File: src/rtl/keypad_pkg.sv
// Shared definitions for the keypad entry block: scan FSM states, key codes
// ({row_idx, col_idx}) and the row/column to digit lookup helpers.
package keypad_pkg;

    typedef enum logic [1:0] {
        ST_SCAN     = 2'd0,
        ST_DEBOUNCE = 2'd1,
        ST_HELD     = 2'd2
    } kp_state_e;

    // Key codes by physical position {row, col}
    localparam logic [3:0] KEY_1    = 4'h0;
    localparam logic [3:0] KEY_2    = 4'h1;
    localparam logic [3:0] KEY_3    = 4'h2;
    localparam logic [3:0] KEY_A    = 4'h3;
    localparam logic [3:0] KEY_4    = 4'h4;
    localparam logic [3:0] KEY_5    = 4'h5;
    localparam logic [3:0] KEY_6    = 4'h6;
    localparam logic [3:0] KEY_B    = 4'h7;
    localparam logic [3:0] KEY_7    = 4'h8;
    localparam logic [3:0] KEY_8    = 4'h9;
    localparam logic [3:0] KEY_9    = 4'hA;
    localparam logic [3:0] KEY_C    = 4'hB;
    localparam logic [3:0] KEY_STAR = 4'hC;
    localparam logic [3:0] KEY_0    = 4'hD;
    localparam logic [3:0] KEY_HASH = 4'hE;
    localparam logic [3:0] KEY_D    = 4'hF;

    localparam int unsigned NUM_NIBBLES = 8;

    // True for the ten decimal keys
    function automatic logic key_is_digit(input logic [3:0] code);
        return ((code[3:2] != 2'd3) && (code[1:0] != 2'd3)) || (code == KEY_0);
    endfunction

    // Decimal value of a digit key; rows 0..2 hold 1..9 left to right
    function automatic logic [3:0] key_digit(input logic [3:0] code);
        if (code == KEY_0) begin
            return 4'd0;
        end
        return ({2'b00, code[3:2]} * 4'd3) + {2'b00, code[1:0]} + 4'd1;
    endfunction

    // Exactly one active-low row asserted
    function automatic logic row_single(input logic [3:0] rows);
        logic [3:0] low;
        low = ~rows;
        return (low != 4'h0) && ((low & (low - 4'd1)) == 4'h0);
    endfunction

    // Index of the single asserted active-low row
    function automatic logic [1:0] row_index(input logic [3:0] rows);
        logic [1:0] idx;
        idx = 2'd0;
        case (~rows)
            4'b0010: idx = 2'd1;
            4'b0100: idx = 2'd2;
            4'b1000: idx = 2'd3;
            default: idx = 2'd0;
        endcase
        return idx;
    endfunction

endpackage

File: src/rtl/bcd_to_binary.sv
// Multi-cycle packed-BCD (8 digits) to 32-bit binary converter.
// One digit per clock, most significant nibble first: acc = acc*10 + nibble.
// busy is high for the 8 iteration cycles; done pulses with the result.
module bcd_to_binary
    import keypad_pkg::*;
(
    input  logic        clk,
    input  logic        rst_n,
    input  logic        start,
    input  logic [31:0] bcd,
    output logic        busy,
    output logic        done,
    output logic [31:0] bin
);

    logic [31:0] sr_q;
    logic [31:0] acc_q;
    logic [31:0] bin_q;
    logic [2:0]  iter_q;
    logic        busy_q;
    logic        done_q;
    logic [31:0] acc_next;

    assign acc_next = (acc_q * 32'd10) + {28'h0, sr_q[31:28]};

    // Iteration engine: load snapshot on start, then consume one nibble per clock
    always_ff @(posedge clk or negedge rst_n) begin
        if (!rst_n) begin
            sr_q   <= '0;
            acc_q  <= '0;
            bin_q  <= '0;
            iter_q <= '0;
            busy_q <= 1'b0;
            done_q <= 1'b0;
        end else begin
            done_q <= 1'b0;
            if (busy_q) begin
                acc_q  <= acc_next;
                sr_q   <= {sr_q[27:0], 4'h0};
                iter_q <= iter_q + 3'd1;
                if (iter_q == 3'(NUM_NIBBLES - 1)) begin
                    busy_q <= 1'b0;
                    done_q <= 1'b1;
                    bin_q  <= acc_next;
                end
            end else if (start) begin
                busy_q <= 1'b1;
                sr_q   <= bcd;
                acc_q  <= '0;
                iter_q <= '0;
            end
        end
    end

    assign busy = busy_q;
    assign done = done_q;
    assign bin  = bin_q;

endmodule

File: src/rtl/keypad_entry.sv
// 4x4 matrix keypad scanner with debounce and 8-digit decimal entry buffer.
// '#' converts the entered digits to binary through bcd_to_binary.
// Optional build macro: KEYPAD_AUTOREPEAT_EN (digit keys auto-repeat while held).
module keypad_entry
    import keypad_pkg::*;
#(
    parameter int unsigned SCAN_DIV     = 1000,
    parameter int unsigned DEBOUNCE_CNT = 4,
    parameter int unsigned MAX_DIGITS   = 8
) (
    input  logic        clk,
    input  logic        rst_n,
    input  logic [3:0]  row_in,
    output logic [3:0]  col_out,
    output logic [31:0] bcd_digits,
    output logic [3:0]  digit_cnt,
    output logic [3:0]  key_code,
    output logic        key_valid,
    output logic [31:0] num_out,
    output logic        num_valid,
    output logic        busy
);

    localparam int unsigned DIV_W = $clog2(SCAN_DIV + 1);
    localparam int unsigned CNT_W = $clog2(DEBOUNCE_CNT + 1);

    kp_state_e          state_q, state_d;
    logic [DIV_W-1:0]   div_q;
    logic               tick;
    logic [1:0]         col_q, col_d;
    logic [1:0]         row_q, row_d;
    logic [3:0]         pat_q, pat_d;
    logic [CNT_W-1:0]   cnt_q, cnt_d;
    logic [CNT_W-1:0]   rcnt_q, rcnt_d;
    logic               accept;
    logic               kv_q;
    logic [3:0]         kc_q;
    logic [31:0]        bcd_q, bcd_d;
    logic [3:0]         dcnt_q, dcnt_d;
    logic               conv_start;
    logic               conv_busy;
    logic               conv_done;
    logic [31:0]        conv_bin;
`ifdef KEYPAD_AUTOREPEAT_EN
    logic [6:0]         rep_q, rep_d;
    logic               rep_first_q, rep_first_d;
`endif

    assign tick = (div_q == DIV_W'(SCAN_DIV - 1));

    // Scan tick divider: one tick per column period
    always_ff @(posedge clk or negedge rst_n) begin
        if (!rst_n) begin
            div_q <= '0;
        end else if (tick) begin
            div_q <= '0;
        end else begin
            div_q <= div_q + DIV_W'(1);
        end
    end

    // Scan/debounce FSM next state; rows only looked at on a tick
    always_comb begin
        state_d = state_q;
        col_d   = col_q;
        row_d   = row_q;
        pat_d   = pat_q;
        cnt_d   = cnt_q;
        rcnt_d  = rcnt_q;
        accept  = 1'b0;
`ifdef KEYPAD_AUTOREPEAT_EN
        rep_d       = rep_q;
        rep_first_d = rep_first_q;
`endif
        if (tick) begin
            case (state_q)
                ST_SCAN: begin
                    if (row_single(row_in)) begin
                        row_d = row_index(row_in);
                        pat_d = row_in;
                        cnt_d = CNT_W'(1);
                        if (DEBOUNCE_CNT <= 1) begin
                            accept  = 1'b1;
                            rcnt_d  = '0;
                            state_d = ST_HELD;
`ifdef KEYPAD_AUTOREPEAT_EN
                            rep_d       = '0;
                            rep_first_d = 1'b1;
`endif
                        end else begin
                            state_d = ST_DEBOUNCE;
                        end
                    end else begin
                        col_d = col_q + 2'd1;
                    end
                end
                ST_DEBOUNCE: begin
                    if (row_in == pat_q) begin
                        cnt_d = cnt_q + CNT_W'(1);
                        if (cnt_q >= CNT_W'(DEBOUNCE_CNT - 1)) begin
                            accept  = 1'b1;
                            rcnt_d  = '0;
                            state_d = ST_HELD;
`ifdef KEYPAD_AUTOREPEAT_EN
                            rep_d       = '0;
                            rep_first_d = 1'b1;
`endif
                        end
                    end else begin
                        state_d = ST_SCAN;
                    end
                end
                ST_HELD: begin
                    if (row_in == 4'hF) begin
                        if (rcnt_q >= CNT_W'(DEBOUNCE_CNT - 1)) begin
                            rcnt_d  = '0;
                            state_d = ST_SCAN;
                        end else begin
                            rcnt_d = rcnt_q + CNT_W'(1);
                        end
                    end else begin
                        rcnt_d = '0;
                    end
`ifdef KEYPAD_AUTOREPEAT_EN
                    if ((row_in == pat_q) && key_is_digit(kc_q)) begin
                        if (rep_q >= (rep_first_q ? 7'd63 : 7'd15)) begin
                            accept      = 1'b1;
                            rep_d       = '0;
                            rep_first_d = 1'b0;
                        end else begin
                            rep_d = rep_q + 7'd1;
                        end
                    end else begin
                        rep_d       = '0;
                        rep_first_d = 1'b1;
                    end
`endif
                end
                default: begin
                    state_d = ST_SCAN;
                end
            endcase
        end
    end

    // Scan/debounce FSM state and accepted-key registers
    always_ff @(posedge clk or negedge rst_n) begin
        if (!rst_n) begin
            state_q <= ST_SCAN;
            col_q   <= '0;
            row_q   <= '0;
            pat_q   <= '1;
            cnt_q   <= '0;
            rcnt_q  <= '0;
            kv_q    <= 1'b0;
            kc_q    <= '0;
`ifdef KEYPAD_AUTOREPEAT_EN
            rep_q       <= '0;
            rep_first_q <= 1'b1;
`endif
        end else begin
            state_q <= state_d;
            col_q   <= col_d;
            row_q   <= row_d;
            pat_q   <= pat_d;
            cnt_q   <= cnt_d;
            rcnt_q  <= rcnt_d;
            kv_q    <= accept;
            if (accept) begin
                kc_q <= {row_d, col_d};
            end
`ifdef KEYPAD_AUTOREPEAT_EN
            rep_q       <= rep_d;
            rep_first_q <= rep_first_d;
`endif
        end
    end

    // Key action applied the clock after key_valid, so '#' snapshots the settled buffer
    always_comb begin
        bcd_d      = bcd_q;
        dcnt_d     = dcnt_q;
        conv_start = 1'b0;
        if (kv_q) begin
            if (key_is_digit(kc_q)) begin
                if (dcnt_q < 4'(MAX_DIGITS)) begin
                    bcd_d  = {bcd_q[27:0], key_digit(kc_q)};
                    dcnt_d = dcnt_q + 4'd1;
                end
            end else begin
                case (kc_q)
                    KEY_STAR: begin
                        bcd_d  = '0;
                        dcnt_d = '0;
                    end
                    KEY_B: begin
                        if (dcnt_q != 4'd0) begin
                            bcd_d  = {4'h0, bcd_q[31:4]};
                            dcnt_d = dcnt_q - 4'd1;
                        end
                    end
                    KEY_HASH: begin
                        if (!conv_busy) begin
                            conv_start = 1'b1;
                            bcd_d      = '0;
                            dcnt_d     = '0;
                        end
                    end
                    default: begin
                    end
                endcase
            end
        end
    end

    // Digit entry buffer
    always_ff @(posedge clk or negedge rst_n) begin
        if (!rst_n) begin
            bcd_q  <= '0;
            dcnt_q <= '0;
        end else begin
            bcd_q  <= bcd_d;
            dcnt_q <= dcnt_d;
        end
    end

    bcd_to_binary u_conv (
        .clk   (clk),
        .rst_n (rst_n),
        .start (conv_start),
        .bcd   (bcd_q),
        .busy  (conv_busy),
        .done  (conv_done),
        .bin   (conv_bin)
    );

    assign col_out    = ~(4'b0001 << col_q);
    assign bcd_digits = bcd_q;
    assign digit_cnt  = dcnt_q;
    assign key_code   = kc_q;
    assign key_valid  = kv_q;
    assign num_out    = conv_bin;
    assign num_valid  = conv_done;
    assign busy       = conv_busy;

endmodule

File: config.mk
export PLATFORM = sky130hd
export DESIGN_NAME = keypad_entry
export DESIGN_NICKNAME = d
export VERILOG_FILES = /design/src/rtl/keypad_pkg.sv /design/src/rtl/bcd_to_binary.sv /design/src/rtl/keypad_entry.sv
export SDC_FILE = /design/constraint.sdc
export NUM_CORES = 1
export LEC_CHECK = 0
export ABC_CLOCK_PERIOD_IN_PS = 3400
export CORE_MARGIN = 3
export CORE_UTILIZATION = 35
export DETAILED_ROUTE_END_ITERATION = 10
export GPL_TIMING_DRIVEN = 0
export SYNTH_ARGS = -nofsm -noshare
export SYNTH_HDL_FRONTEND = slang
export SYNTH_SLANG_ARGS = --single-unit
File: constraint.sdc
create_clock -name clk -period 3.4 [get_ports clk]
set_input_delay 0.68 -clock clk [delete_from_list [all_inputs] [get_ports clk]]
set_output_delay 0.68 -clock clk [all_outputs]
set_load 0.05 [all_outputs]
==> impl_metrics.xml <==
<?xml version="1.0" encoding="UTF-8"?>
<metrics>
  <group name="placed_design">
    <metric name="dp_hpwl" unit="µm">19400</metric>
    <metric name="place_inst" unit="">1570</metric>
    <metric name="io_buffers" unit="">80</metric>
    <metric name="placement.setup.worst_slack" unit="ns">-0.558</metric>
    <metric name="gp_congestion" unit="">0.871</metric>
  </group>
  <group name="sta">
    <metric name="final_worst_setup_slack" unit="ns">-0.200</metric>
    <metric name="relSlewSlack" unit="">0.292</metric>
    <metric name="timing.final.crit_share" unit="">1.06</metric>
    <metric name="number_of_hold_slack_violations_in_the_final_timing_report" unit="">0</metric>
    <metric name="rsz0062_at_grt" unit="">true</metric>
    <metric name="transition_at_the_pin_with_the_smallest_max_transition_slack" unit="ns">1.05</metric>
    <metric name="timing.final.setup_violations" unit="">24</metric>
    <metric name="timing_max_transition_violations_final" unit="">0</metric>
    <metric name="fmax" unit="MHz">278</metric>
    <metric name="period_minus_slack" unit="ns">3.60</metric>
    <metric name="worst_clock_skew" unit="ns">0.0222</metric>
    <metric name="fin_hold_ws" unit="ns">0.165</metric>
    <metric name="timing.setup.tns" unit="ns">-2.68</metric>
  </group>
  <group name="yosys">
    <metric name="synth_top_cell_by_area" unit="">dfrtp_1</metric>
    <metric name="mean_syn_cell_area" unit="µm²">9.28</metric>
    <metric name="synth.cells.most_frequent" unit="">nand2_1, dfrtp_1, o21ai_0</metric>
    <metric name="synth_fp_nets" unit="">1191</metric>
    <metric name="postSynth.asyncResetShare" unit="">1.00</metric>
    <metric name="synth.yosys.warnings" unit="">0</metric>
    <metric name="sequential_cell_area_fraction_in_the_yosys_report" unit="">0.408</metric>
    <metric name="yosys-top-cells-area" unit="">dfrtp_1, ha_1, nand2_1</metric>
    <metric name="yosys.cell_types.count" unit="">64</metric>
    <metric name="synth.ff_latch_count" unit="">167</metric>
    <metric name="synth_edf_count" unit="">0</metric>
    <metric name="gate_count_after_technology_mapping" unit="">1105</metric>
    <metric name="post_synth_instance_area" unit="µm²">10200</metric>
    <metric name="yosys_most_used_dff" unit="">dfrtp_1</metric>
    <metric name="synthDominantCellAreaShare" unit="">0.398</metric>
    <metric name="post-synth-top-count-cell" unit="">nand2_1</metric>
  </group>
  <group name="global_routing">
    <metric name="initial_antenna_violation_count" unit="">0</metric>
    <metric name="grt_remaining_overflow" unit="">0</metric>
    <metric name="first_global_vias" unit="">8675</metric>
    <metric name="grt_first_pass_wirelength" unit="µm">45200</metric>
    <metric name="grt_max_degree" unit="">102</metric>
    <metric name="track_usage" unit="">0.176</metric>
  </group>
  <group name="critical_path">
    <metric name="reg2regPathDepth" unit="">13</metric>
    <metric name="crit_path_end_kind" unit="">flop</metric>
    <metric name="setup.reg_to_reg.worst_slack" unit="ns">-0.20</metric>
    <metric name="critical_path.max_fanout" unit="">5</metric>
    <metric name="cpMaxStageDelayCell" unit="">dfrtp_2</metric>
    <metric name="crit_start" unit="">u_conv.acc_q[1]</metric>
    <metric name="critPathLaunchType" unit="">flop</metric>
    <metric name="cp_common_cell" unit="">ha_4</metric>
    <metric name="cp_data_arrival_time" unit="ns">3.88</metric>
    <metric name="worst_r2r_startpoint" unit="">u_conv.acc_q[1]</metric>
    <metric name="worst-endpoint-required" unit="ns">3.68</metric>
    <metric name="cp_cell_sequence" unit="">ha_4 &gt; ha_4 &gt; fa_2 &gt; a211oi_4 &gt; o21ai_2 &gt; a221o_1 &gt; xnor2_2 &gt; nor4b_4 &gt; nand4_4 &gt; buf_6 &gt; nor3_2 &gt; xor2_1 &gt; mux2i_1</metric>
    <metric name="worst_r2r_endpoint" unit="">u_conv.acc_q[26]</metric>
    <metric name="critical_path.n_buffers_inverters" unit="">1</metric>
    <metric name="crit_path_end" unit="">u_conv.acc_q[26]</metric>
    <metric name="cpPeakStageDelay" unit="ns">0.44</metric>
    <metric name="setup_crit_path_kind" unit="">reg -&gt; reg</metric>
    <metric name="worstSetupPathDepth" unit="">13</metric>
    <metric name="crit_family" unit="">adder cells</metric>
  </group>
  <group name="clocking">
    <metric name="cts_tree" unit="">built</metric>
    <metric name="htreeDepth" unit="">4</metric>
    <metric name="cts_buffers" unit="">17</metric>
    <metric name="clock_latency" unit="ns">0.44</metric>
    <metric name="cts.sinks" unit="">167</metric>
    <metric name="cts-root-buf" unit="">clkbuf_16</metric>
    <metric name="clk_transition_reported_paths" unit="ns">0.08</metric>
    <metric name="clock_path_buffers" unit="">2</metric>
  </group>
  <group name="final_layout">
    <metric name="stdcell_count" unit="">1636</metric>
    <metric name="post_route_cells_drive_above_1_share" unit="">0.138</metric>
    <metric name="num_antenna_cells" unit="">0</metric>
    <metric name="final_nets" unit="">1325</metric>
    <metric name="nFillCells" unit="">2750</metric>
    <metric name="area_delta_synth_final" unit="%">25.2</metric>
  </group>
  <group name="floorplan">
    <metric name="core.rowCount" unit="">62</metric>
    <metric name="coreArea" unit="µm²">28800</metric>
    <metric name="start_util" unit="">0.356</metric>
    <metric name="fp.dieArea" unit="µm²">31400</metric>
    <metric name="chipWidth" unit="µm">177</metric>
    <metric name="die_height" unit="µm">177</metric>
    <metric name="ios" unit="">85</metric>
  </group>
  <group name="routing">
    <metric name="detail_route.iter0.violations" unit="">448</metric>
    <metric name="post_drt_wl_per_cell" unit="µm">16.5</metric>
    <metric name="post_detailed_route_count_of_antenna_violating_nets" unit="">0</metric>
    <metric name="drt-vias-per-instance" unit="">5.27</metric>
    <metric name="pre_repair_dr_iteration_count" unit="">5</metric>
    <metric name="vias" unit="">8621</metric>
    <metric name="aggregate_routed_wire_length" unit="µm">26900</metric>
    <metric name="drc_violation_count_after_routing" unit="">0</metric>
  </group>
  <group name="power">
    <metric name="pwr_density_cell" unit="nW/µm²">316</metric>
    <metric name="ir_worst_vdd" unit="V">0.000292</metric>
    <metric name="cellLeakagePower" unit="nW">5.54</metric>
  </group>
  <group name="status">
    <metric name="outcome" unit="">finished, violations left</metric>
    <metric name="violations" unit="">setup timing</metric>
  </group>
  <group name="min_path">
    <metric name="min_path_type" unit="">in -&gt; async</metric>
  </group>
  <group name="run">
    <metric name="count_of_maximum_capacitance_violations" unit="">0</metric>
  </group>
</metrics>
==> sequential cells by signal (all words and copies together), names as in the netlist <==
| name | flops |
|---|---|
| bcd_digits | 32 |
| u_conv.bin | 32 |
| u_conv.sr_q | 32 |
| u_conv.acc_q | 31 |
| div_q | 10 |
| digit_cnt | 4 |
| key_code | 4 |
| pat_q | 4 |
| cnt_q | 3 |
| rcnt_q | 3 |
| u_conv.iter_q | 3 |
| col_q | 2 |
| row_q | 2 |
| state_q | 2 |
| key_valid | 1 |
| u_conv.busy | 1 |
| u_conv.done | 1 |
==> layout by cell type, fill, tap and decap left out, drive strengths merged, types with 5 or more instances in the layout <==
master         synthesis  routed
nand2                208     208
dfrtp                163     163
o21ai                137     137
clkdlybuf4s50          0      79
ha                    76      76
clkbuf                48      67
mux2i                 58      58
buf                   16      51
a21oi                 47      47
nor2                  36      36
inv                   22      32
a22oi                 31      31
xnor2                 31      31
xor2                  28      28
nand3                 20      20
a21o                  14      14
nor3                  14      14
a211oi                14      14
nand4                 12      12
nor4                  12      12
mux2                  11      11
nor2b                 10      10
and2                   9       9
o211ai                 9       9
and4                   9       9
and3                   7       7
a31oi                  5       5
==> routing by layer <==
layer,vias up,GRT usage,part of all wire
li1,4203,-,-
met1,4220,0.236,0.46
met2,176,0.300,0.49
met3,22,0.0292,0.036
met4,0,0.0393,0.013
met5,-,0,0
==> power by group <==
part / internal [mW] / switching (mW)
combinational: 0.0242 / 0.0733
clock: 1.00 / 0.971
sequential: 1.99 / 0.00391
==> logic make-up after synthesis <==
group / after synthesis / synth area share
fa+ha+maj: 80 / 0.101
xor+xnor: 59 / 0.0511
simple gates: 353 / 0.164
compound gates: 291 / 0.174
flops: 167 / 0.408
buf+inv: 86 / 0.0331
mux: 69 / 0.0687
==> worst min path at each step <==
| stage | endpoint | slack, ns | depth (start not counted) |
|---|---|---|---|
| finish | bcd_digits[24] | 0.16 | 1 |
| global route | bcd_digits[24] | 0.19 | 1 |
| CTS | bcd_digits[21] | 0.19 | 1 |
| detailed placement | u_conv.sr_q[21] | 0.47 | 2 |
| global placement | u_conv.bin[18] | 0.47 | 2 |
| floorplan | bcd_digits[0] | 0.38 | 0 |
==> final cells by class <==
cell class / instances / area [µm²] / area share
timing repair buffer: 116 / 1110 / 0.0866
inverter: 22 / 82.6 / 0.00643
buffer: 63 / 254 / 0.0198
clock inverter: 14 / 170 / 0.0133
tap: 384 / 480 / 0.0374
clock buffer: 18 / 429 / 0.0334
sequential: 167 / 4190 / 0.326
multi-input combinational: 852 / 6120 / 0.477
==> worst reg2reg max path: stages, from the launching register on <==
cell and delay [ns]:
dfrtp_2 0.44, ha_4 0.25, ha_4 0.16, fa_2 0.37
a211oi_4 0.29, o21ai_2 0.12, a221o_1 0.37, xnor2_2 0.18
nor4b_4 0.37, nand4_4 0.18, buf_6 0.20, nor3_2 0.13
xor2_1 0.27, mux2i_1 0.11
==> timing repair <==
action,in CTS,in global routing
hold buffers,0,0
pin swaps,25,20
setup endpoints to repair,29,33
gates resized for setup,33,46
setup buffers,23,12
==> through the flow <==
step	area (µm²)	total power, mW	utilization
final	12800	4.06	0.446
after global routing	12800	4.21	0.446
after CTS	12600	4.10	0.437
after detailed placement	11600	2.13	0.404
after global placement	11600	2.13	0.403
after floorplan	10300	2.07	-
(Power assumes the default switching activity.)
==> edit, RTL diff (same flow settings) <==
The parameter `DEBOUNCE_CNT` goes from 4 to 8.
--- a/src/rtl/keypad_entry.sv
+++ b/src/rtl/keypad_entry.sv
@@ -5,7 +5,7 @@
     import keypad_pkg::*;
 #(
     parameter int unsigned SCAN_DIV     = 1000,
-    parameter int unsigned DEBOUNCE_CNT = 4,
+    parameter int unsigned DEBOUNCE_CNT = 8,
     parameter int unsigned MAX_DIGITS   = 8
 ) (
     input  logic        clk,
Function: no difference found for any inputs over 10 cycles, from zero or initial values and one cycle with rst_n low; that may be too few to reach the edited logic, so the function may still have changed.
==> edit against the unedited design <==
The run still ends with negative setup slack left; area after synthesis decreased by 1.3%; final area increased by 2.2%; via count increased by 3.3%; routed wire length increased by 4.7%; die area decreased by 1.2%; fmax decreased by 2.3%; power increased by 5.4%; sequential cell count increased by 2; non-clock buffer count decreased by 1; setup slack got worse by 0.083 ns; critical path type unchanged; critical endpoint is now u_conv.bin[27]; largest power group is now clock.
==> edit: results (changes against the unedited design) <==
[critical_path]
cp_top_family=simple AND/OR/NAND/NOR gates  ; was adder cells
cp_max_fo=4  ; was 5
timing.rr.start=u_conv.acc_q[3]  ; was u_conv.acc_q[1]
reg2regPathDepth=15  ; was 13
crit_path_max_incr_delay_ns=0.42  ; was 0.44 ns
start_kind=flop  ; unchanged
critical_path_arrival_ns=4.04  ; was 3.88 ns
cp_slowest_cell=dfrtp_1  ; was dfrtp_2

[logic_synthesis]
synth_fa_ha_area_frac=0.09941  ; was 0.1006
synth_xor_area_frac=0.04909  ; was 0.05115
synth-compound-area-share=0.1792  ; was 0.1742
synth_commonest_cells=211 x nand2_1, 165 x dfrtp_1, 135 x o21ai_0, 74 x ha_1, 53 x a21oi_1  ; was 208 x nand2_1, 163 x dfrtp_1, 124 x o21ai_0, 76 x ha_1, 58 x mux2i_1
ys_seq_area_frac=0.4184  ; was 0.4082
async_flop_share=1.000  ; unchanged
muxShareOfSynthArea=0.03944  ; was 0.06873
synth_cell_types=62  ; was 64
yosysWarnings=0  ; unchanged
synthFlopType=dfrtp_1  ; unchanged
synth_fp_nets=1208  ; was 1191
synthTopCellsByArea=dfrtp_1 41%, ha_1 9.1%, nand2_1 7.8%  ; was dfrtp_1 40%, ha_1 9.3%, nand2_1 7.6%

[status]
violations=negative setup slack  ; unchanged
outcome=finished, violations left  ; unchanged

[global_route]
grt_pass1_wl_um=46300  ; was 45210 um
antenna_found_initial=0  ; unchanged
grtUsageTotal=0.1818  ; was 0.1763
grt_max_degree=87  ; was 102

[clocking]
clk_latency_ns=0.44  ; about the same
clock_path_buffers=2  ; unchanged
htreeDepth=4  ; unchanged
clkTransAtPathRegs_ns=0.08  ; about the same
cts_root_buf=clkbuf_16  ; unchanged
numCtsBuffers=17  ; unchanged

[placed_design]
place.gp.congestion=0.8634  ; was 0.8710
place_ws_ns=-0.6396  ; was -0.5583 ns
place_area_sq_um=11460  ; was 11620 sq um
port_buffers=80  ; unchanged
hpwl_um=19610  ; was 19420 um

[power_and_ir_drop]
total_leakage_power_nw=5.687  ; was 5.541 nW
ir_drop_uv=275.6  ; was 291.6 uV

[layout]
fin_nets=1342  ; was 1325
n_antenna_cell=0  ; unchanged
post_route_cells_drive_above_1_share=0.1526  ; was 0.1382

[sta]
worst_slack_ns=-0.2834  ; was -0.2004 ns
clock_skew_ns=0.02184  ; was 0.02224 ns
slew_headroom=0.4924  ; was 0.2918
setup_tns_ns=-2.562  ; was -2.677 ns
setup_viol=18  ; was 24

[min_path]
hold_path_class=input port to async pin  ; unchanged

[routing]
routed_wl_um=28190  ; was 26920 um
first_iter_violations=489  ; was 448
vias=8909  ; was 8621
first_pass_iters=6  ; was 5

-- edit: cell count changes in the layout (fill, tap and decap cells not counted), moves of 7 or more --
cell	before	now
and4_1	8	1
buf_2	10	2
mux2i_1	58	32
nand2_2	0	8
nand3_1	20	29
o21ai_0	111	126
o21ai_1	20	10
o22ai_1	2	13
-- edit: cell type report --
cell class	count	area [sq um]
fillers	2613	15040
multi-input cells	866	6256
flip-flops and latches	169	4238
repair buffers	117	1122
well taps	378	473.0
clock buffers	17	425.4
plain buffers	61	264.0
clock inverters	15	249.0
inverters	26	97.59
-- edit: cell families (layout without fill, tap and decap cells) --
| logic type | count (synthesis) | count (layout) |
|---|---|---|
| and+or+nand+nor | 388 | 388 |
| AOI/OAI and AO/OA | 306 | 306 |
| DFF | 169 | 169 |
| buffers and inverters | 89 | 236 |
| adders and majority gates | 78 | 78 |
| xor gates and xnor gates | 55 | 55 |
| muxes | 39 | 39 |
-- edit: worst paths after layout --
path | end | slack (ns)
worst max-delay path | u_conv.bin[27] | -0.28
worst min-delay path | bcd_digits[12] | 0.20
worst max register to register | u_conv.bin[27] | -0.28
worst min register to register | u_conv.bin[2] | 0.48
max in group asynchronous | u_conv.acc_q[11] | 2.28
min in group clk | u_conv.bin[2] | 0.48
-- edit: per-stage QoR --
step	cells	power (W)
2_1_floorplan	1124	0.002087
3_3_place_gp	1582	0.002145
3_5_place_dp	1583	0.002149
4_1_cts	1636	0.004325
5_1_grt	1649	0.004409
6_report	1649	0.004281
-- edit: metal layers --
| layer | global-route usage | share of wire | vias up |
|---|---|---|---|
| li1 | - | - | 4268 |
| met1 | 0.2489 | 0.47 | 4383 |
| met2 | 0.2887 | 0.46 | 207 |
| met3 | 0.04108 | 0.043 | 51 |
| met4 | 0.05345 | 0.024 | 0 |
| met5 | 0 | 0 | - |
-- edit: timing repair --
action,CTS,global route
cloned,0,0
endpoints found under the setup margin,31,24
gates resized for setup,80,60
pin swaps,24,32
buffers inserted,22,14
-- edit: power breakdown --
group	leakage, nW	switching [W]	internal (W)
Combinational	3.06	0.0000725	0.0000202
Sequential	2.30	0.00000148	0.00201
Clock	0.322	0.00102	0.00116
